===== src/rtl/serial_mag_comparator.sv =====
// Bit-serial unsigned magnitude comparator: captures A/B on a start handshake, walks the
// bits MSB-first one per clock, and presents a one-hot GT/EQ/LT result on a result handshake.
module serial_mag_comparator #(
  parameter int WIDTH      = 8,
  parameter int EARLY_EXIT = 1
) (
  input  logic             clk,
  input  logic             rst_n,
  input  logic             start_valid,
  output logic             start_ready,
  input  logic [WIDTH-1:0] a,
  input  logic [WIDTH-1:0] b,
  output logic             res_valid,
  input  logic             res_ready,
  output logic             gt,
  output logic             eq,
  output logic             lt,
  output logic             busy
);

  localparam int IW = (WIDTH > 1) ? $clog2(WIDTH) : 1;

  typedef enum logic [1:0] {
    S_IDLE,
    S_SCAN,
    S_DONE
  } state_t;

  state_t           r_state;
  logic [WIDTH-1:0] r_a_sh;
  logic [WIDTH-1:0] r_b_sh;
  logic [IW-1:0]    r_idx;
  logic             r_diff;
  logic             r_start_ready;
  logic             r_res_valid;
  logic             r_busy;
  logic             r_gt;
  logic             r_eq;
  logic             r_lt;

  logic w_a_bit;
  logic w_b_bit;
  logic w_differ;
  logic w_last;

  assign w_a_bit  = r_a_sh[WIDTH-1];
  assign w_b_bit  = r_b_sh[WIDTH-1];
  assign w_differ = w_a_bit ^ w_b_bit;
  assign w_last   = ((EARLY_EXIT != 0) && w_differ) || (r_idx == '0);

  always_ff @(posedge clk or negedge rst_n) begin
    if (!rst_n) begin
      r_state       <= S_IDLE;
      r_a_sh        <= '0;
      r_b_sh        <= '0;
      r_idx         <= '0;
      r_diff        <= 1'b0;
      r_start_ready <= 1'b1;
      r_res_valid   <= 1'b0;
      r_busy        <= 1'b0;
      r_gt          <= 1'b0;
      r_eq          <= 1'b0;
      r_lt          <= 1'b0;
    end else begin
      case (r_state)
        S_IDLE: begin
          if (start_valid) begin
            r_a_sh        <= a;
            r_b_sh        <= b;
            r_idx         <= IW'(WIDTH - 1);
            r_diff        <= 1'b0;
            r_gt          <= 1'b0;
            r_eq          <= 1'b0;
            r_lt          <= 1'b0;
            r_start_ready <= 1'b0;
            r_busy        <= 1'b1;
            r_state       <= S_SCAN;
          end
        end
        S_SCAN: begin
          // Only the first difference decides; later bits are ignored once r_diff is set.
          if (w_differ && !r_diff) begin
            r_gt   <= w_a_bit;
            r_lt   <= w_b_bit;
            r_diff <= 1'b1;
          end
          if (w_last) begin
            r_eq        <= !(r_diff || w_differ);
            r_res_valid <= 1'b1;
            r_state     <= S_DONE;
          end else begin
            r_a_sh <= r_a_sh << 1;
            r_b_sh <= r_b_sh << 1;
            r_idx  <= r_idx - IW'(1);
          end
        end
        S_DONE: begin
          if (res_ready) begin
            r_res_valid   <= 1'b0;
            r_busy        <= 1'b0;
            r_start_ready <= 1'b1;
            r_state       <= S_IDLE;
          end
        end
        default: r_state <= S_IDLE;
      endcase
    end
  end

  assign start_ready = r_start_ready;
  assign res_valid   = r_res_valid;
  assign busy        = r_busy;
  assign gt          = r_gt;
  assign eq          = r_eq;
  assign lt          = r_lt;

endmodule


===== config.mk =====
export PLATFORM = sky130hd
export DESIGN_NAME = serial_mag_comparator
export DESIGN_NICKNAME = d
export VERILOG_FILES = /design/src/rtl/serial_mag_comparator.sv
export SDC_FILE = /design/constraint.sdc
export NUM_CORES = 1
export LEC_CHECK = 0
export ABC_AREA = 1
export CORE_AREA = 3 3 78 50
export DETAILED_ROUTE_END_ITERATION = 16
export DIE_AREA = 0 0 81 53
export HOLD_SLACK_MARGIN = 0.12
export PLACE_DENSITY = 0.68
export SYNTH_ARGS = -nofsm -noshare
export SYNTH_HDL_FRONTEND = slang
export SYNTH_SLANG_ARGS = --single-unit
export TNS_END_PERCENT = 5

===== constraint.sdc =====
create_clock -name clk -period 1.75 [get_ports clk]
set_input_delay 0.2625 -clock clk [delete_from_list [all_inputs] [get_ports clk]]
set_output_delay 0.2625 -clock clk [all_outputs]
set_load 0.01 [all_outputs]

==> flow_summary_export.csv, run 1 <==
group,metric,value,unit
clock_tree,post-cts-setup-buffers,0,
worst_setup_path,required,1.49,ns
clock_tree,holdBufCountCts,0,
clock_tree,clkTransAtPathRegs,0.10,ns
power_and_ir_drop,switchingPower,1.32,mW
floorplanning,start_util,44.4,%
power_and_ir_drop,swShare,41.5,%
timing,finalHoldViolCount,0,
cells_and_area,final_area,1810,µm²
yosys,ys.flop_type,"dfrtp_1",
timing,final_max_slew_viol_count,0,
place,hpwl,2.38,mm
clock_tree,clockBufferDepth,2,
worst_setup_path,crit_type,"flop to primary output",
clock_tree,clock_latency,0.28,ns
yosys,yosys_register_bits,28,
cells_and_area,area_growth,25.8,%
cells_and_area,drive_gt1_share,10.0,%
timing,fin_skew,0.00895,ns
route,finalWirelength,3.20,mm
timing,fmax,619,MHz
yosys,ys_seq_area_share,48.8,%
yosys,yosysWarnings,0,
clock_tree,cts-resized-gates,0,
worst_setup_path,crit_family,"flip-flops",
yosys,avgSynthCellArea,7.57,µm²
power_and_ir_drop,clockPowerShare,16.2,%
route,drtIter0Drc,112,
route,vias_per_cell,4.76,
global_routing,grt_max_degree,29,
route,firstDrtPassIters,4,
yosys,syn_inst,190,
yosys,postSynthNetCount,212,
cells_and_area,antenna_cells,0,
timing,worst_pin_slew,0.375,ns
clock_tree,cts_tree,"yes",
status,status,"complete, no violations",
yosys,async_flop_share,100,%
floorplanning,dieArea,4290,µm²
worst_setup_path,end_kind,"primary output",
route,ant_nets,0,
floorplanning,row_count,16,
timing,final-setup-viol-count,0,
floorplanning,fp.coreArea,3240,µm²
worst_setup_path,worst_ep_arrival_time,1.35,ns
yosys,synth_edf_count,0,
clock_tree,cts_buffers,3,
worst_setup_path,cp_slowest_cell,"dfstp_2",
worst_setup_path,crit_chain,"clkdlybuf4s50_1",
yosys,synth.distinct_cells,20,
global_routing,grt_antenna_before_repair,0,
power_and_ir_drop,pwr_density_cell,1760,nW/µm²
timing,fin_tns_setup,0,ns
clock_tree,cts-root-buf,"clkbuf_8",
power_and_ir_drop,p_int,1.87,mW
timing,fin_crit,1.62,ns
place,placed_area,1740,µm²
timing,finalCritPeriodShare,92.3,%
global_routing,grt_usage,17.4,%
global_routing,grt_pass1_vias,1228,
floorplanning,ios,26,
worst_setup_path,slowest_delay,0.54,ns
place,placement.io_buffers,25,
run,cap_violations,0,
worst_setup_path,critPathBufInv,1,
route,vias,1257,
power_and_ir_drop,power_leakage,0.965,nW
clock_tree,clkSinkCount,28,
hold_path,hp-class,"primary input to asynchronous set/reset pin",
yosys,netlist_area,1440,µm²
clock_tree,htreeDepth,1,
place,finalWeightedCongestion,0.830,
floorplanning,fp.dieH,53,µm
global_routing,grt_pass1_wl,5.66,mm
power_and_ir_drop,seqPwrFrac,36.2,%
timing,relSlewSlack,74.9,%
global_routing,grt.overflow.total,0,
route,wl_per_cell,12.1,µm
floorplanning,die_x,81,µm
power_and_ir_drop,ir_worst_vdd,0.711,mV
worst_setup_path,cp_max_fo,2,
route,drcViolationCount,0,
worst_setup_path,reg2reg_slack,0.24,ns
power_and_ir_drop,power_frac_comb,47.6,%
timing,rsz0062_at_grt,"false",
worst_setup_path,startpoint_type,"flop",
cells_and_area,num-nets-final,242,
==> flip-flops by register name, indices dropped and copies added, names as in the netlist <==
signal	count
busy	1
eq	1
gt	1
lt	1
r_a_sh	8
r_b_sh	8
r_diff	1
r_idx	3
r_state	2
res_valid	1
start_ready	1
==> cell type report <==
class,instances,area (µm²)
clock buffer,3,41.3
clock inverter,1,30.0
fill,321,1430
inverter,13,51.3
multi-input combinational,142,627
sequential,28,702
tap,45,56.3
timing repair buffer,32,303
==> final timing paths <==
kind / cells after the start / to / from
max: 1 / start_ready / start_ready$_DFFE_PN1P_
min: 2 / gt$_DFFE_PN0P_ / rst_n
max reg2reg: 8 / r_b_sh[5]$_DFFE_PN0P_ / r_idx[0]$_DFFE_PN0P_
min reg2reg: 2 / lt$_DFFE_PN0P_ / lt$_DFFE_PN0P_
max in group asynchronous: 2 / start_ready$_DFFE_PN1P_ / rst_n
min in group clk: 2 / lt$_DFFE_PN0P_ / lt$_DFFE_PN0P_
==> power by group through the flow <==
stage	clock, mW	combinational, mW	sequential, mW
floorplan	0	1.11	1.15
global placement	0	1.48	1.16
detailed placement	0	1.53	1.17
CTS	0.522	1.54	1.15
global route	0.553	1.77	1.19
finish	0.516	1.52	1.15
==> metrics by stage <==
stage	total power [mW]	worst slack, ns	util, %	instances	hold slack [ns]
5_1_grt	3.51	0.0904	55.8	264	0.390
4_1_cts	3.21	0.125	55.8	264	0.373
2_1_floorplan	2.26	0.410	-	190	-0.0331
6_report	3.19	0.135	55.8	264	0.354
3_5_place_dp	2.70	0.139	53.6	260	0.472
3_3_place_gp	2.64	0.149	53.6	260	0.456
==> cell usage in the layout, fill, tap and decap left out, types with 3 or more instances in the layout <==
master           synthesis  layout
inv_2                    3       3
buf_4                    2       7
inv_1                    9       9
o21ai_0                  4       4
clkdlybuf4s50_1          0      25
dfrtp_1                 27      27
nand2_1                105     105
clkbuf_8                 0       3
nand3_1                 21      21
==> logic make-up (layout without fill, tap and decap cells) <==
family | Yosys count | count (layout) | synth area share (%)
and+or+nand+nor | 133 | 133 | 39.3
DFF | 28 | 28 | 48.8
buffers and inverters | 20 | 49 | 7.65
AOI/OAI and AO/OA | 7 | 7 | 2.52
adders and majority gates | 2 | 2 | 1.74
==> layer usage <==
metal  share of wire [%]  GRT usage, %
met4                0.56          3.37
met2                  44          26.8
met3                 5.2          4.08
met5                   0             0
met1                  50          24.8
==> synth_stat cells, types with 2 or more instances <==
| cell type | instances | area (µm²) |
|---|---|---|
| buf_2 | 2 | 10.0 |
| inv_1 | 9 | 33.8 |
| nor2_2 | 2 | 12.5 |
| buf_4 | 2 | 15.0 |
| dfrtp_1 | 27 | 676 |
| ha_1 | 2 | 25.0 |
| buf_6 | 3 | 33.8 |
| o21ai_0 | 4 | 20.0 |
| a21oi_1 | 2 | 10.0 |
| nand3_1 | 21 | 105 |
| inv_2 | 3 | 11.3 |
| nand2_1 | 105 | 394 |
Power figures use the tool's default switching activity.
==> inputs of run 2 (changes only) <==
--- a/config.mk
+++ b/config.mk
@@ -7,10 +7,12 @@
 export LEC_CHECK = 0
 export ABC_AREA = 1
 export CORE_AREA = 3 3 78 50
+export CTS_CLUSTER_SIZE = 10
 export DETAILED_ROUTE_END_ITERATION = 16
 export DIE_AREA = 0 0 81 53
 export HOLD_SLACK_MARGIN = 0.12
 export PLACE_DENSITY = 0.68
+export SKIP_CTS_REPAIR_TIMING = 1
 export SYNTH_ARGS = -nofsm -noshare
 export SYNTH_HDL_FRONTEND = slang
 export SYNTH_SLANG_ARGS = --single-unit
==> results of run 2 <==
No change in the layout: final DEF, timing and power equal those of run 1.
==> inputs of run 3 (changes only) <==
--- a/config.mk
+++ b/config.mk
@@ -7,7 +7,7 @@
 export LEC_CHECK = 0
 export ABC_AREA = 1
 export CORE_AREA = 3 3 78 50
-export CTS_CLUSTER_SIZE = 10
+export CTS_CLUSTER_SIZE = 20
 export DETAILED_ROUTE_END_ITERATION = 16
 export DIE_AREA = 0 0 81 53
 export HOLD_SLACK_MARGIN = 0.12
==> results of run 3 <==
No change in the layout: final DEF, timing and power equal those of run 1.
==> RTL change 1 (settings of run 2) <==
Change the parameter `WIDTH` from 8 to 4.
--- a/src/rtl/serial_mag_comparator.sv
+++ b/src/rtl/serial_mag_comparator.sv
@@ -2,5 +2,5 @@
 // bits MSB-first one per clock, and presents a one-hot GT/EQ/LT result on a result handshake.
 module serial_mag_comparator #(
-  parameter int WIDTH      = 8,
+  parameter int WIDTH      = 4,
   parameter int EARLY_EXIT = 1
 ) (
Interface: changed (resized a and b); port bits go from 26 to 18. The function was not compared with the original's and may differ.
==> RTL change 1 against run 2 <==
Count of clock-buffer cells in the layout grew 1. Critical path depth unchanged. Final area shrank 32%. Power decreased by 34%. Area after synthesis fell by 32%. Wire length decreased by 37%. Sequential cell count fell by 9. Setup slack gained 0.038 ns. Sequential power is 32% lower. Maximum frequency up 2.4%. Critical path type unchanged. Largest cell class unchanged. Largest power group unchanged.
==> RTL change 1: results (changes against run 2) <==
| Metric | Value |
|---|---|
| Ranking of synthesized cells by area | `dfrtp_1, nand2_1, nand3_1` |
| DR vias | `825 (-34%)` |
| Nets@finish | `162 (-33%)` |
| Post-synthesis cell type count | `18 (-10%)` |
| Least-Margin Pin Slew | `0.4137 ns (+0.03820 ns)` |
| Fin area | `1232 um2 (-32%)` |
| Routing usage on met3 | `0.04422 (+0.003401)` |
| GR Util met2 | `0.1444 (-0.1240)` |
| Sequential area share after synthesis | `0.4866 (-0.001236)` |
| Clk pin slew, worst setup/hold paths | `0.07 ns (-0.03 ns)` |
| Clk Latency, worst-skew pair | `0.26 ns (-0.02 ns)` |
| Post-detail-place hpwl | `1.547 mm (-35%)` |
| Met1 Usage GRT | `0.1594 (-0.08899)` |
| Vias in the first global route | `752 (-39%)` |
| Post-Layout Cell Count | `193 (-27%)` |
| Metal-1 WL | `1.082 mm (-33%)` |
| WL final | `2.031 mm (-37%)` |
| Commonest cells in the netlist | `nand2_1, dfrtp_1, nand3_1` |
| Final Wtd Congestion | `0.7953 (-4.2%)` |
| Total track usage | `0.1076 (-0.06613)` |
| First-pass GRT wire length | `3.477 mm (-39%)` |
| Largest regs | `r_a_sh (4), r_b_sh (4)` |
| Initial DRC count | `52 (-54%)` |
| Status | `complete, no violations` |
| # port buffers | `17 (-32%)` |
[RTL change 1: changes by cell type after synthesis, sizes merged]
cell   change
nand3      -7
nor3       -1
nand4      +2
dfrtp      -9
o22ai      -1
buf        -4
o21ai      -1
nand2     -45
ha         -1
nor2       +5
[RTL change 1: power groups by stage]
stage | logic (uW) | clock network (uW) | registers, uW
after floorplan | 730 | 0 | 792
after global placement | 978 | 0 | 793
after detailed placement | 1010 | 0 | 791
after CTS | 1010 | 320 | 787
after global routing | 1150 | 340 | 816
final | 998 | 306 | 785
[RTL change 1: cell type report]
cell class,instances,area share
repair buffers,19,0.1503
inverters,13,0.04162
flip-flops and latches,19,0.3868
well taps,45,0.04569
clock buffers,4,0.03655
multi-input cells,93,0.3391
[RTL change 1: kinds of logic (layout without fill, tap and decap cells)]
kind of cell	count (synthesis)	after routing	synth area share
compound gates	5	5	0.02554
flops	19	19	0.4866
fa+ha+maj	1	1	0.01277
buf+inv	16	36	0.08684
simple gates	87	87	0.3883
[RTL change 1: worst paths after layout]
kind	start	endpoint	slack [ns]	depth (start not counted)
max in group asynchronous	rst_n	r_b_sh[0]$_DFFE_PN0P_	0.94	2
max	start_ready$_DFFE_PN1P_	start_ready	0.17	1
min in group clk	start_ready$_DFFE_PN1P_	start_ready$_DFFE_PN1P_	0.48	2
min reg2reg	start_ready$_DFFE_PN1P_	start_ready$_DFFE_PN1P_	0.48	2
max reg2reg	r_idx[0]$_DFFE_PN0P_	r_a_sh[3]$_DFFE_PN0P_	0.41	7
min	rst_n	lt$_DFFE_PN0P_	0.30	1
==> RTL change 2 (config.mk and constraints of run 2) <==
Without the edit above. The 3 states of `state_t` get a one-hot encoding in 3 bits.
--- a/src/rtl/serial_mag_comparator.sv
+++ b/src/rtl/serial_mag_comparator.sv
@@ -21,8 +21,8 @@
   localparam int IW = (WIDTH > 1) ? $clog2(WIDTH) : 1;
 
-  typedef enum logic [1:0] {
-    S_IDLE,
-    S_SCAN,
-    S_DONE
+  typedef enum logic [2:0] {
+    S_IDLE = 3'b001,
+    S_SCAN = 3'b010,
+    S_DONE = 3'b100
   } state_t;
 
Check against the original RTL: no difference found for any inputs over 10 cycles, from zero or initial values and one cycle with rst_n low; not proved beyond that.
==> RTL change 2 against run 2 <==
Area after synthesis grew 4.3%. Setup slack gained 0.020 ns. Largest power group unchanged. Wire length shrank 4.0%. Power grew 0.57%. Final area grew 5.7%. Clock skew shrank 0.0077 ns. Synthesized cell count grew 6.3%. Sequential cell count grew 1. Largest cell class unchanged. Maximum frequency grew 1.3%.
==> RTL change 2: results (changes against run 2) <==
| Metric | Value |
|---|---|
| Num CTS Buffers | `5 (+2)` |
| Async set-or-reset flop fraction in the synthesized netlist | `1.000 (unchanged)` |
| Clock buffer cells | `7 (+4)` |
| Slew Viols, Final | `0 (unchanged)` |
| Commonest cells in the netlist | `nand2_1, nand3_1, dfrtp_1` |
| First-pass GRT wire length | `5.547 mm (-2.1%)` |
| Vias in the first global route | `1225 (-0.24%)` |
| Inverters | `14 (+1)` |
| WP data arrival | `1.33 ns (-0.02 ns)` |
| Syn. warnings | `0 (unchanged)` |
| Sequential area share after synthesis | `0.4850 (-0.002826)` |
| Post-detail-place hpwl | `2.179 mm (-8.5%)` |
| Worst vdd ir | `0.7100 mV (-0.21%)` |
| Lkg Pwr | `0.001021 uW (+5.9%)` |
| Largest regs | `r_a_sh (8), r_b_sh (8)` |
| HP Class | `input port to asynchronous set/reset pin` |
| Count of multi-input combinational gates | `151 (+6.3%)` |
| # fillers | `316 (-1.6%)` |
| Footprint of the multi-input gates | `665.6 um2 (+6.2%)` |
| Post-synthesis cell type count | `18 (-10%)` |
| Ranking of synthesized cells by area | `dfrtp_1, nand2_1, nand3_1` |
| Clk pin slew, worst setup/hold paths | `0.06 ns (-0.04 ns)` |
| Fraction of layout instances using a drive strength above 1 | `0.1073 (+0.006840)` |
| Status | `complete, no violations` |
| Clk Latency, worst-skew pair | `0.28 ns (about the same)` |
| CP peak stage delay | `about 0.53 ns` |
| Buffers excl. clock | `31 (-3.1%)` |
| NonClk Buf Share | `0.1542 (-0.01299)` |
| Logic gate share of total power | `0.417 (-0.059)` |
| Initial DRC count | `85 (-24%)` |
| Worst rel slew slack | `0.7547 (+0.005315)` |
| Clk root buf | `clkbuf_8` |
| Total clock sinks | `29 (+3.6%)` |
| Total track usage | `0.1748 (+0.001114)` |
| Top FF cell, synth | `dfrtp_1` |
| H-tree depth | `2 (+1)` |
| Post-Route Skew | `0.001220 ns (-0.007734 ns)` |
| Register area | `728.2 um2 (+3.7%)` |
| DR vias/cell | `4.590 (-3.6%)` |
| Drt pass-1 iters | `4 (unchanged)` |
| Largest net degree at the start of global routing | `30 (+3.4%)` |
| # port buffers | `25 (unchanged)` |
| WL/cell | `11.05 um (-8.8%)` |
| Nets@finish | `254 (+5.0%)` |
| Pint | `1970 uW (+5.6%)` |
| Clock-cell share | `0.06078 (+0.02139)` |
| Final Wtd Congestion | `0.7482 (-9.8%)` |
| Syn_nets | `224 (+5.7%)` |
| Ant. Diodes | `0 (unchanged)` |
[RTL change 2: cell count changes after synthesis, moves of 2 or more]
cell	change
nand2_1	+4
nand3_1	+7
buf_2	+3
a21oi_1	-2
nor2_1	+2
o21ai_0	-2
nand3_2	+2
[RTL change 2: logic make-up (layout without fill, tap and decap cells)]
logic type,after synthesis,in the layout,share of synthesized area
buf+inv,22,53,0.07166
flops,29,29,0.4850
simple gates,146,146,0.4142
fa+ha+maj,2,2,0.01666
compound gates,3,3,0.01250
[RTL change 2: stage by stage]
stage	hold slack (ns)	setup slack [ns]	total power (uW)	cell area [um2]	instances
after CTS	0.3851	0.1414	3234	1914	278
after detailed placement	0.4679	0.2816	2517	1798	270
after global routing	0.3996	0.1040	3511	1914	278
after global placement	0.4600	0.2927	2497	1798	270
final	0.3664	0.1549	3204	1914	278
after floorplan	-0.03309	0.3498	2125	1501	202
[RTL change 2: worst paths after layout]
check / from / to / slack, ns / cells past startpoint
max in group asynchronous: rst_n / r_state[0]$_DFFE_PN1P_ / 1.07 / 2
min in group clk: gt$_DFFE_PN0P_ / gt$_DFFE_PN0P_ / 0.48 / 2
setup / recovery: start_ready$_DFFE_PN1P_ / start_ready / 0.15 / 1
hold reg to reg: gt$_DFFE_PN0P_ / gt$_DFFE_PN0P_ / 0.48 / 2
hold / removal: rst_n / res_valid$_DFFE_PN0P_ / 0.37 / 2
setup reg to reg: r_idx[0]$_DFFE_PN0P_ / eq$_DFFE_PN0P_ / 0.29 / 8
[RTL change 2: metal layers]
metal / track usage / vias up / part of all wire
li1: - / 684 / -
met3: 0.06463 / 6 / 0.066
met5: 0 / - / 0
met4: 0.05056 / 0 / 0.013
met1: 0.2378 / 556 / 0.52
met2: 0.2589 / 30 / 0.40
